`config.mk`:
```
export PLATFORM = sky130hd
export DESIGN_NAME = switchbox_cfg_loader
export DESIGN_NICKNAME = d
export VERILOG_FILES = /design/src/rtl/switchbox_cfg_loader.sv
export SDC_FILE = /design/constraint.sdc
export NUM_CORES = 1
export LEC_CHECK = 0
export CORE_MARGIN = 5
export CORE_UTILIZATION = 58
export DETAILED_ROUTE_END_ITERATION = 6
export PLACE_DENSITY_LB_ADDON = 0.05
export SKIP_LAST_GASP = 1
export SYNTH_ARGS = -nofsm -noshare
export SYNTH_HDL_FRONTEND = slang
export SYNTH_SLANG_ARGS = --single-unit
```
`constraint.sdc`:
```
create_clock -name clk -period 4 [get_ports clk]
set_input_delay 0.4 -clock clk [delete_from_list [all_inputs] [get_ports clk]]
set_output_delay 0.4 -clock clk [all_outputs]
set_load 0.03 [all_outputs]
```
`src/rtl/switchbox_cfg_loader.sv`:
```
// Configuration loader for the 5/5/4/4-pin switch box: validates a framed stream of route words
// into a shadow buffer and commits a whole good frame to the active configuration in one edge.
module switchbox_cfg_loader #(
  parameter int unsigned     NTB  = 5,
  parameter int unsigned     NLR  = 4,
  parameter int unsigned     W    = 6,
  parameter logic [W-1:0]    SYNC = 6'h2A
) (
  input  logic                              clk,
  input  logic                              rst,
  input  logic                              in_valid,
  output logic                              in_ready,
  input  logic [W-1:0]                      in_data,
  input  logic                              in_last,
  input  logic                              cfg_clear,
  output logic [(2*NTB+2*NLR)*W-1:0]        cfg_active,
  output logic                              busy,
  output logic                              done,
  output logic                              err,
  output logic [2:0]                        err_code
);

  localparam int unsigned NS       = 2 * NTB + 2 * NLR;
  localparam logic [4:0]  LastSlot = 5'(NS - 1);

  localparam logic [2:0] ErrNone     = 3'd0;
  localparam logic [2:0] ErrHeader   = 3'd1;
  localparam logic [2:0] ErrSelect   = 3'd2;
  localparam logic [2:0] ErrRange    = 3'd3;
  localparam logic [2:0] ErrSelfLoop = 3'd4;
  localparam logic [2:0] ErrEarlyEnd = 3'd5;
  localparam logic [2:0] ErrNoLast   = 3'd6;
  localparam logic [2:0] ErrPreempt  = 3'd7;

  typedef enum logic [1:0] {StIdle, StLoad, StFlush, StCommit} state_e;

  state_e                 state;
  logic [4:0]             cnt;
  logic [NS-1:0][W-1:0]   shadow;
  logic                   beat;
  logic [2:0]             hdr_code;
  logic [2:0]             load_code;

  // Side codes: 1 top, 2 right, 3 bottom, 4 left. Slots run top, bottom, left, right.
  function automatic logic [2:0] word_check(input logic [4:0] slot, input logic [W-1:0] w);
    int unsigned s, idx, sel, own_side, own_idx;
    s   = 32'(slot);
    idx = 32'(w[W-1:3]);
    sel = 32'(w[2:0]);
    if (s < NTB) begin
      own_side = 1;
      own_idx  = s;
    end else if (s < 2 * NTB) begin
      own_side = 3;
      own_idx  = s - NTB;
    end else if (s < 2 * NTB + NLR) begin
      own_side = 4;
      own_idx  = s - 2 * NTB;
    end else begin
      own_side = 2;
      own_idx  = s - 2 * NTB - NLR;
    end
    if (sel == 0) return ErrNone;
    if (sel >= 5) return ErrSelect;
    if (((sel == 1 || sel == 3) && idx > NTB - 1) || ((sel == 2 || sel == 4) && idx > NLR - 1)) begin
      return ErrRange;
    end
    if (sel == own_side && idx == own_idx) return ErrSelfLoop;
    return ErrNone;
  endfunction

  assign in_ready = !rst && (state != StCommit);
  assign beat     = in_valid && in_ready;
  assign busy     = (state != StIdle);

  always_comb begin
    hdr_code = ErrNone;
    if (in_data != SYNC) begin
      hdr_code = ErrHeader;
    end else if (in_last) begin
      hdr_code = ErrEarlyEnd;
    end
  end

  // Route-rule violations outrank framing errors on the same beat.
  always_comb begin
    load_code = word_check(cnt, in_data);
    if (load_code == ErrNone) begin
      if (cnt != LastSlot && in_last) begin
        load_code = ErrEarlyEnd;
      end else if (cnt == LastSlot && !in_last) begin
        load_code = ErrNoLast;
      end
    end
  end

  always_ff @(posedge clk) begin
    if (rst) begin
      state      <= StIdle;
      cnt        <= '0;
      shadow     <= '0;
      cfg_active <= '0;
      done       <= 1'b0;
      err        <= 1'b0;
      err_code   <= ErrNone;
    end else begin
      done <= 1'b0;
      err  <= 1'b0;
      if (cfg_clear) begin
        cfg_active <= '0;
      end
      unique case (state)
        StIdle: begin
          if (beat) begin
            if (hdr_code != ErrNone) begin
              err      <= 1'b1;
              err_code <= hdr_code;
              state    <= in_last ? StIdle : StFlush;
            end else begin
              err_code <= ErrNone;
              cnt      <= '0;
              state    <= StLoad;
            end
          end
        end
        StLoad: begin
          if (beat) begin
            shadow[cnt] <= in_data;
            cnt         <= cnt + 5'd1;
            if (load_code != ErrNone) begin
              err      <= 1'b1;
              err_code <= load_code;
              state    <= in_last ? StIdle : StFlush;
            end else if (cnt == LastSlot) begin
              state <= StCommit;
            end
          end
        end
        StFlush: begin
          if (beat && in_last) begin
            state <= StIdle;
          end
        end
        StCommit: begin
          // A simultaneous clear wins over the commit and is reported as an error.
          if (cfg_clear) begin
            err      <= 1'b1;
            err_code <= ErrPreempt;
          end else begin
            cfg_active <= shadow;
            done       <= 1'b1;
          end
          state <= StIdle;
        end
      endcase
    end
  end

endmodule

```
==> out/qor.csv <==
metric;value;unit
outcome;complete, no violations;
post-placement cell count;1366;
Main synth FF type;dfxtp_1;
Final Hold Fails;0;
Area contributors post-synth;dfxtp_1 (51%), nand2_1 (13%), a21oi_1 (11%);
synthesized flop and latch total;228;
post-DR vias/cell;5.57;
Peak supply drop;0.323;mV
non-filler cells, final;1406;
Rows;45;
Seq/Total Area, Yosys;0.510;
residual DRC count;0;
asr flop ratio synth;0;
CTS Buf Count;22;
final setup skew;19.7;ps
Vias;7834;
final worst path period share;0.809;
Crit Path Max Fanout;17;
Synth Instances;1122;
Req. time, crit path;4430;ps
R2R Path Start;cnt[2]$_SDFFE_PP0P_;
Hold Path End;shadow[100]$_SDFFE_PP0P_;
kind of critical path;flip-flop to flip-flop;
clock-pin slew on the worst setup and hold paths;60;ps
die width;134;um
GRT Overall Usage;0.238;
hpwl dp;14.1;mm
Avg Inst Size Synth;7.97;um2
Synth Warn #;0;
design area;0.0109;mm2
Hold Buf Count CTS;0;
gr ovfl total;0;
ANT nets after route;0;
Total Nets Final;1222;
die height;134;um
reg-to-reg setup timing slack;760;ps
Layout Utilization;0.718;
Synth top area share;0.510;
Bufs on Longest Clock Path;3;
max-slew headroom at the worst pin;0.204;
area grow syn2layout;21.6;%
Worst Tran Pin Value;1190;ps
final WL;22.3;mm
Pleak;3.70;nW
pin count of the biggest net entering global routing;110;
1st-pass router iterations;5;
worst r2r dst;err_code[1]$_SDFFE_PP0P_;
clock latency on the worst-skew pair;510;ps
placed inst area;0.0102;mm2
crit end category;flip-flop;
area leader, netlist;dfxtp_1;
Hold Startpoint;rst;
min cycle time layout;3240;ps
Initial DRC Count;553;
RSZ-0062 raised after global routing;false;
CTS tree;yes;
initial core utilization;0.591;
top-count cell post-synth;nand2_1;
first-pass GRT wire length;35.9;mm
WHS Path Cells;2;
post-DR wirelength/cell;15.8;um
Post-Syn Nets;1142;
H-Tree Depth;1;
Max Slew Vio Count;0;
Max Cap Viol;0;
pre-CTS WS;817;ps
min-delay worst type;input pin to flip-flop;
# diodes;0;
IO buf count;125;
setup TNS;0;ps
Resize count post-CTS;0;
Core ar.;0.0151;mm2
crit start category;flip-flop;
R2R depth;10;
setup slack after layout;762;ps
Mapped Area;0.00894;mm2
Synth top cells by count;nand2_1 (318), dfxtp_1 (228), a21oi_1 (203);
Unique masters post-synth;64;
Hold WS;333;ps
number of synthesized flops with an enable pin;0;
Root Driver;clkbuf_16;
final number of setup-violating endpoints;0;
PwrDens;405;mW/mm2
layout cell share with drive strength beyond 1;0.0591;
vias in the first global route;7140;
Die ar.;0.0180;mm2
initial antenna violation count;0;
num ports;126;
f_max;0.309;GHz
routability cong.;0.851;
Power, Total;4.40;mW
CP arrival;3670;ps
CP startpoint;cnt[2]$_SDFFE_PP0P_;
Clock Sinks;228;
Post-CTS Setup Repair Bufs;0;
==> area by class of cell <==
| type | count | area [um2] |
|---|---|---|
| flip-flops and latches | 228 | 4560 |
| fillers | 1302 | 4270 |
| multi-input cells | 796 | 3960 |
| repair buffers | 146 | 1420 |
| clock buffers | 34 | 626 |
| well taps | 188 | 235 |
| clock inverters | 6 | 41.3 |
| inverters | 8 | 30.0 |
==> how the worst max path moves through the flow <==
stage / depth (start not counted) / endpoint / slack, ps
2_1_floorplan: 11 / err_code[1]$_SDFFE_PP0P_ / 1280
3_3_place_gp: 10 / err_code[1]$_SDFFE_PP0P_ / 910
3_5_place_dp: 11 / err_code[1]$_SDFFE_PP0P_ / 820
4_1_cts: 11 / err_code[1]$_SDFFE_PP0P_ / 780
5_1_grt: 11 / err_code[1]$_SDFFE_PP0P_ / 570
6_report: 10 / err_code[1]$_SDFFE_PP0P_ / 760
==> layer usage <==
layer,vias up,part of all wire,GRT usage
met4,0,0.016,0.0560
met1,3693,0.45,0.328
li1,3910,-,-
met2,200,0.48,0.402
met5,-,0,0
met3,31,0.049,0.0296
==> logic make-up after synthesis <==
group | Yosys count | share of synthesized area
AO/OA/AOI/OAI | 246 | 0.153
adder cells (fa/ha/maj) | 9 | 0.0126
buffers and inverters | 98 | 0.0490
flip-flops | 228 | 0.510
multiplexers | 22 | 0.0246
XOR/XNOR | 13 | 0.0136
AND/OR/NAND/NOR | 506 | 0.237
==> cell usage in the layout (no fill, tap or decap), types with 3 or more instances in the layout <==
master,count
buf_4,21
o31ai_1,3
xnor2_1,7
clkbuf_1,9
and3_1,4
inv_1,7
nand3b_1,3
nor3_2,3
clkinv_2,5
a211oi_1,6
nand2b_1,5
a21oi_1,203
o21ai_0,3
nand3_1,79
and2_1,4
clkbuf_16,22
nor3_1,5
dfxtp_1,228
o211ai_1,4
clkbuf_8,3
nand2_1,317
clkdlybuf4s50_1,124
ha_1,9
mux2i_1,22
nor2_1,70
xor2_1,5
==> flip-flops by register name, summed over array words and instances (netlist names) <==
register and flops:
done 1, err_code 3, cfg_active 108, err 1
state 2, shadow 108, cnt 5
==> critical path, cell delays in order (launching register included) <==
cell and delay (ps):
dfxtp_1 700, inv_1 180, ha_1 410, ha_1 280
xnor2_2 160, a221oi_1 110, a2111oi_2 360, nand4_2 220
a21o_2 280, or3_1 330, a21oi_2 110
==> power breakdown <==
| group | switching [mW] | total, mW | internal (mW) |
|---|---|---|---|
| Clock | 0.839 | 1.92 | 1.08 |
| Sequential | 0.0111 | 2.29 | 2.28 |
| Combinational | 0.139 | 0.191 | 0.0520 |
| Total | 0.989 | 4.40 | 3.41 |
No activity file was read; power rests on OpenSTA's default activity.
